===== src/rtl/microbenchmark_pkg.sv =====
// Shared types and constants for the microbenchmark traffic lanes.
// The LFSR polynomial is x^64 + x^63 + x^61 + x^60, shifted left with feedback into bit 0.
package microbenchmark_pkg;

    typedef enum logic [1:0] {IDLE, ISSUE, DRAIN, DONE} rrg_state_t;

    // Tap mask selects bits 63, 62, 60 and 59.
    localparam logic [63:0] LFSR_TAPS = 64'hD800_0000_0000_0000;
    localparam logic [63:0] LFSR_SEED = 64'hACE1_0000_0000_0001;

    typedef struct packed {
        logic [63:0] num_requests;
        logic [63:0] base_addr;
        logic [63:0] bound;
        logic [63:0] req_size;
        logic [63:0] stride;
        logic        access_pattern;
    } rrg_cfg_t;

endpackage


===== src/rtl/lfsr64.sv =====
// 64-bit Fibonacci LFSR that advances one state per step pulse.
// Asynchronous reset reloads the seed, so every run after reset replays the same sequence.
module lfsr64
    import microbenchmark_pkg::*;
#(
    parameter logic [63:0] SEED = LFSR_SEED
) (
    input  logic        clk,
    input  logic        aresetn,
    input  logic        step,
    output logic [63:0] value
);

    always_ff @(posedge clk or negedge aresetn) begin
        if (!aresetn) begin
            value <= SEED;
        end else if (step) begin
            value <= {value[62:0], ^(value & LFSR_TAPS)};
        end
    end

endmodule


===== src/rtl/read_request_generator.sv =====
// Per-lane read traffic engine: latches the lane config on a start edge, issues strided or LFSR-random
// reads inside [base_addr, base_addr+bound), bounds reads in flight and reports completion and cycle count.
module read_request_generator
    import microbenchmark_pkg::*;
#(
    parameter int          ADDR_W  = 48,
    parameter int          LEN_W   = 28,
    parameter int          MAX_OUT = 16,
    parameter logic [63:0] SEED    = 64'hACE1_0000_0000_0001
) (
    input  logic              aclk,
    input  logic              aresetn,
    input  logic              ap_start,
    input  logic [63:0]       num_requests,
    input  logic [63:0]       base_addr,
    input  logic [63:0]       bound,
    input  logic [63:0]       req_size,
    input  logic [63:0]       stride,
    input  logic              access_pattern,
    output logic              req_valid,
    input  logic              req_ready,
    output logic [ADDR_W-1:0] req_vaddr,
    output logic [LEN_W-1:0]  req_len,
    input  logic              rd_done,
    output logic              busy,
    output logic              done,
    output logic [63:0]       cycles,
    output logic              err
);

    localparam int OUT_W = $clog2(MAX_OUT) + 1;

    rrg_state_t       state_q, state_d;
    rrg_cfg_t         cfg_q;
    logic             ap_start_q;
    logic [63:0]      issued_q, completed_q, offset_q, cycles_q;
    logic [OUT_W-1:0] outstanding_q;
    logic             err_q;
    logic [63:0]      lfsr_value;

    logic        start_edge, start_run, accept, rd_ok, last_accept, running;
    logic [63:0] seq_sum, seq_next, rand_offset, cur_offset;

    assign start_edge  = ap_start && !ap_start_q;
    assign start_run   = (state_q == IDLE) && start_edge;
    assign running     = (state_q == ISSUE) || (state_q == DRAIN);
    assign req_valid   = (state_q == ISSUE) && (outstanding_q < OUT_W'(MAX_OUT));
    assign accept      = req_valid && req_ready;
    // A completion is only meaningful while something is in flight.
    assign rd_ok       = rd_done && (outstanding_q != '0);
    assign last_accept = accept && ((issued_q + 64'd1) == cfg_q.num_requests);

    // Sequential offsets wrap at most once per step, so stride is expected to be below bound.
    assign seq_sum     = offset_q + cfg_q.stride;
    assign seq_next    = (seq_sum >= cfg_q.bound) ? (seq_sum - cfg_q.bound) : seq_sum;
    assign rand_offset = lfsr_value & (cfg_q.bound - 64'd1) & ~(cfg_q.req_size - 64'd1);
    assign cur_offset  = cfg_q.access_pattern ? rand_offset : offset_q;

    assign req_vaddr = (state_q == ISSUE) ? ADDR_W'(cfg_q.base_addr + cur_offset) : '0;
    assign req_len   = (state_q == ISSUE) ? cfg_q.req_size[LEN_W-1:0] : '0;
    assign busy      = running;
    assign done      = (state_q == DONE);
    assign cycles    = cycles_q;
    assign err       = err_q;

    lfsr64 #(.SEED(SEED)) u_lfsr (
        .clk     (aclk),
        .aresetn (aresetn),
        .step    (accept && cfg_q.access_pattern),
        .value   (lfsr_value)
    );

    always_comb begin
        state_d = state_q;
        case (state_q)
            IDLE:    if (start_edge) state_d = (num_requests == 64'd0) ? DONE : ISSUE;
            ISSUE:   if (last_accept) state_d = DRAIN;
            DRAIN:   if (completed_q == cfg_q.num_requests) state_d = DONE;
            DONE:    if (!ap_start) state_d = IDLE;
            default: state_d = IDLE;
        endcase
    end

    always_ff @(posedge aclk or negedge aresetn) begin
        if (!aresetn) begin
            state_q    <= IDLE;
            ap_start_q <= 1'b0;
        end else begin
            state_q    <= state_d;
            ap_start_q <= ap_start;
        end
    end

    always_ff @(posedge aclk or negedge aresetn) begin
        if (!aresetn) begin
            cfg_q       <= '0;
            issued_q    <= '0;
            completed_q <= '0;
            offset_q    <= '0;
            cycles_q    <= '0;
        end else if (start_run) begin
            cfg_q       <= '{num_requests: num_requests, base_addr: base_addr, bound: bound,
                             req_size: req_size, stride: stride, access_pattern: access_pattern};
            issued_q    <= '0;
            completed_q <= '0;
            offset_q    <= '0;
            cycles_q    <= '0;
        end else begin
            if (accept) begin
                issued_q <= issued_q + 64'd1;
                offset_q <= seq_next;
            end
            if (rd_ok) completed_q <= completed_q + 64'd1;
            if (running && (cycles_q != '1)) cycles_q <= cycles_q + 64'd1;
        end
    end

    // Outstanding and err persist across runs; only reset clears them.
    always_ff @(posedge aclk or negedge aresetn) begin
        if (!aresetn) begin
            outstanding_q <= '0;
            err_q         <= 1'b0;
        end else begin
            case ({accept, rd_ok})
                2'b10:   outstanding_q <= outstanding_q + OUT_W'(1);
                2'b01:   outstanding_q <= outstanding_q - OUT_W'(1);
                default: outstanding_q <= outstanding_q;
            endcase
            if (rd_done && (outstanding_q == '0)) err_q <= 1'b1;
        end
    end

endmodule


===== config.mk =====
export PLATFORM = sky130hd
export DESIGN_NAME = read_request_generator
export DESIGN_NICKNAME = d
export VERILOG_FILES = /design/src/rtl/microbenchmark_pkg.sv /design/src/rtl/lfsr64.sv /design/src/rtl/read_request_generator.sv
export SDC_FILE = /design/constraint.sdc
export NUM_CORES = 2
export LEC_CHECK = 0
export ABC_AREA = 0
export CORE_MARGIN = 1.5
export CORE_UTILIZATION = 49
export DETAILED_ROUTE_END_ITERATION = 16
export PLACE_DENSITY_LB_ADDON = 0.15
export SLEW_MARGIN = 20
export SYNTH_ARGS = -nofsm -noshare
export SYNTH_HDL_FRONTEND = slang
export SYNTH_SLANG_ARGS = --single-unit

===== constraint.sdc =====
create_clock -name aclk -period 6.1 [get_ports aclk]
set_input_delay 0.915 -clock aclk [delete_from_list [all_inputs] [get_ports aclk]]
set_output_delay 0.915 -clock aclk [all_outputs]
set_load 0.01 [all_outputs]

==> flow_summary.ini <==
[power_and_ir_drop]
p_clk_share_pct = 15.3
power_frac_comb_pct = 64.5
peakVddDrop_uv = 418.3
p_leak_nw = 23.38
total_power_mw = 29.21
p_int_mw = 15.87
switching_power_mw = 13.34
p_per_area_nw_per_um2 = 570.3
p_sw_share_pct = 45.68
seq_power_share_pct = 20.2

[critical_path]
cp_cell_sequence = or4_4 > or3_4 > buf_6 > nor4_4 > buf_4 > nand3_4 > or4_4 > nor3b_4 > xnor2_1 > nand4_1 > o21ai_1 > ha_1 > a21o_1 > a21o_1 > a21o_1 > a21oi_2 > o21ai_1 > a41oi_2 > a21oi_2 > xnor2_1 > nor2_1 > buf_4 > buf_6
crit_path_start_kind = register
crit_fanout = 4
end_kind = output port
crit_end = req_vaddr[47]
reg2reg_depth = 22
crit_slowest_cell = or4_4
crit_start = cfg_q[141]$_DFFE_PN0P_
max_stage_delay_ns = 0.62
r2r-end = offset_q[57]$_DFFE_PN0P_
cp.required_ns = 5.18
r2r_setup_slack_ns = 0.24
r2r-start = offset_q[2]$_DFFE_PN0P_
criticalPathCategory = register to output port
timing.critical_path.mode_cell = a21o_1
arrival_ns = 5.62

[floorplanning]
die_w_um = 291.7
core-area_sq_um = 82240
start_util_pct = 49.67
die_area_sq_um = 85120
ioPinCount = 470
num_rows = 105
dieHeight_um = 291.7

[synth]
async_reset_ff_share_pct = 100.0
synth_seq_cells = 618
synth.distinct_cells = 91
ys_warn_count = 0
avgSynthCellArea_sq_um = 8.238
synth_cells = 4959
synth-edff-count = 0
synthFlopType = dfrtp_1
ys_seq_area_share_pct = 37.88
synth_nets = 5476
syn_area_sq_um = 40850

[clocking]
hold_buffers = 0
root_buffer = clkbuf_16
cts_tree = done
htree_levels = 3
cts_buffer_depth = 3
cts.sinks = 618
cts_buffers = 74
clkSlewWorstSetupHoldPaths_ns = 0.07
clk_latency_ns = 0.64

[detailed_routing]
first_pass_iters = 6
viasPerCell = 5.647
detail-route-antenna-nets = 0
route.detailed.drc = 0
vias = 37700
avgRoutedWirePerCell_um = 19.74
first_iter_violations = 2814
wirelength_mm = 131.8

[timing]
whs_ns = 0.2284
fin_ws_ns = -0.4302
min_period_over_period_pct = 107.1
rsz0062_at_grt = true
setup_viol = 15
period_needed_ns = 6.530
slew_headroom_pct = 23.13
finalHoldViolCount = 0
tns_ns = -3.322
drv_slew = 0
fin_skew_ns = 0.01878
worstMarginPinSlew_ns = 1.153
fmax_ghz = 0.1531

[grt]
grt_pass1_wl_mm = 205.6
antenna_found_initial = 6
grt_max_degree = 224
grt.overflow.total = 0
grt_usage_pct = 30.38
grt_pass1_vias = 36910

[cells_and_area]
num-fill-cells = 7421
area_growth_pct = 25.35
drive_gt1_share_pct = 12.16
layout.nets = 6058
most-common-layout-cells = nand2_1, dfrtp_1, nor2_1, clkdlybuf4s50_1, xnor2_1
final_common_cell = nand2_1
final_core_util_pct = 62.27

[outcome]
outcome = finished with violations
violations = negative setup slack

[place]
post-dp-hpwl_mm = 98.35
io_buffers = 437
dp_slack_ns = -0.4161
place_congestion = 0.9424

[job]
maxCapViolations = 0

[min_path]
hp-class = input pin to asynchronous set/reset pin
-- cells by family (layout without fill, tap and decap cells) --
family / count (synthesis) / after routing / share of synthesized area [%]
compound gates: 943 / 943 / 14.20
xor+xnor: 571 / 571 / 12.24
fa+ha+maj: 191 / 191 / 5.923
buf+inv: 406 / 1047 / 3.761
flops: 618 / 618 / 37.88
mux: 76 / 76 / 2.058
other cells: 0 / 6 / 0
simple gates: 2154 / 2154 / 23.94
-- worst max-delay path: cells and delay by family, from the launching register on --
kind	cells	cell delay, ns
buffers and inverters	4	0.61
DFF	1	0.39
AOI/OAI and AO/OA	8	1.18
xor gates and xnor gates	2	0.28
adders and majority gates	1	0.26
and+or+nand+nor	8	2.25
-- sequential cells by signal, indices dropped and copies added (netlist names), 2 cells and up --
register       cells
cycles            64
outstanding_q      5
issued_q          64
offset_q          64
u_lfsr.value      64
completed_q       64
state_q            2
cfg_q            289
-- cell usage after synthesis (all sizes together) (8+ instances only) --
master  instances  share of area, %
nand2        1024               9.4
dfrtp         609                37
nor2          422               3.9
xnor2         345               7.4
o21ai         295               3.6
a21oi         265               3.2
xor2          226               4.8
clkbuf        210               1.9
ha            187               5.7
inv           181               1.7
nand4         143               2.2
nand3         139               1.7
a21o           89               1.6
nor3           81               1.0
a211oi         76               1.4
mux2           64               1.8
nor4           61               1.0
and3           53              0.81
or3            52              0.80
and2           49              0.75
nand2b         36              0.55
nor2b          34              0.52
o21bai         33              0.61
o21a           31              0.57
a31oi          20              0.31
o211ai         19              0.35
and4           15              0.32
buf            14              0.14
mux2i          12              0.29
or4            12              0.26
a41oi          10              0.23
or2            10              0.15
dfstp           9              0.58
a221oi          8              0.17
a22oi           8              0.15
o22ai           8              0.12
o31ai           8              0.15
-- power groups by stage --
stage          Clock [mW]  Combinational (mW)  Sequential [mW]
2_1_floorplan           0                11.7             5.72
3_3_place_gp            0                17.8             5.93
3_5_place_dp            0                17.9             5.94
4_1_cts              4.52                18.1             5.90
5_1_grt              4.67                20.6             6.02
6_report             4.45                18.8             5.91
-- per-stage QoR --
stage,instances,instance area (sq um)
detailed placement,6504,47840
floorplan,4959,40850
finish,6676,51210
global route,6676,51210
CTS,6652,50580
global placement,6504,47840
-- metal layers --
metal	GRT usage (%)	vias up	wire length [um]
li1	-	18190	-
met1	39.81	18320	56640
met2	51.50	949	64520
met3	3.303	235	5609
met4	11.79	0	4988
met5	0	-	0
-- how the worst min path moves through the flow --
stage	start	end	slack [ns]	cells past startpoint
4_1_cts	aresetn	cfg_q[233]$_DFFE_PN0P_	0.26	1
2_1_floorplan	cfg_q[10]$_DFFE_PN0P_	cfg_q[10]$_DFFE_PN0P_	0.45	2
5_1_grt	aresetn	cfg_q[233]$_DFFE_PN0P_	0.27	1
3_5_place_dp	err$_DFFE_PN0P_	err$_DFFE_PN0P_	0.45	1
6_report	aresetn	cfg_q[233]$_DFFE_PN0P_	0.23	1
3_3_place_gp	err$_DFFE_PN0P_	err$_DFFE_PN0P_	0.44	1
-- cell type report --
cell class / count / area [sq um] / share of cell area (%)
Inverter: 181 / 680.7 / 1.329
Clock buffer: 106 / 2122 / 4.144
Clock inverter: 29 / 282.8 / 0.5522
Sequential cell: 618 / 15480 / 30.22
Timing Repair Buffer: 731 / 6668 / 13.02
Tap cell: 1070 / 1339 / 2.614
Multi-Input combinational cell: 3935 / 24630 / 48.09
Antenna cell: 6 / 15.01 / 0.02932
-- what timing repair did --
item / in CTS / in global routing
pin swaps: 48 / 47
buffers inserted: 15 / 18
cloned: 0 / 1
gates resized for setup: 161 / 120
endpoints found under the setup margin: 70 / 90
Power figures use the tool's default switching activity.
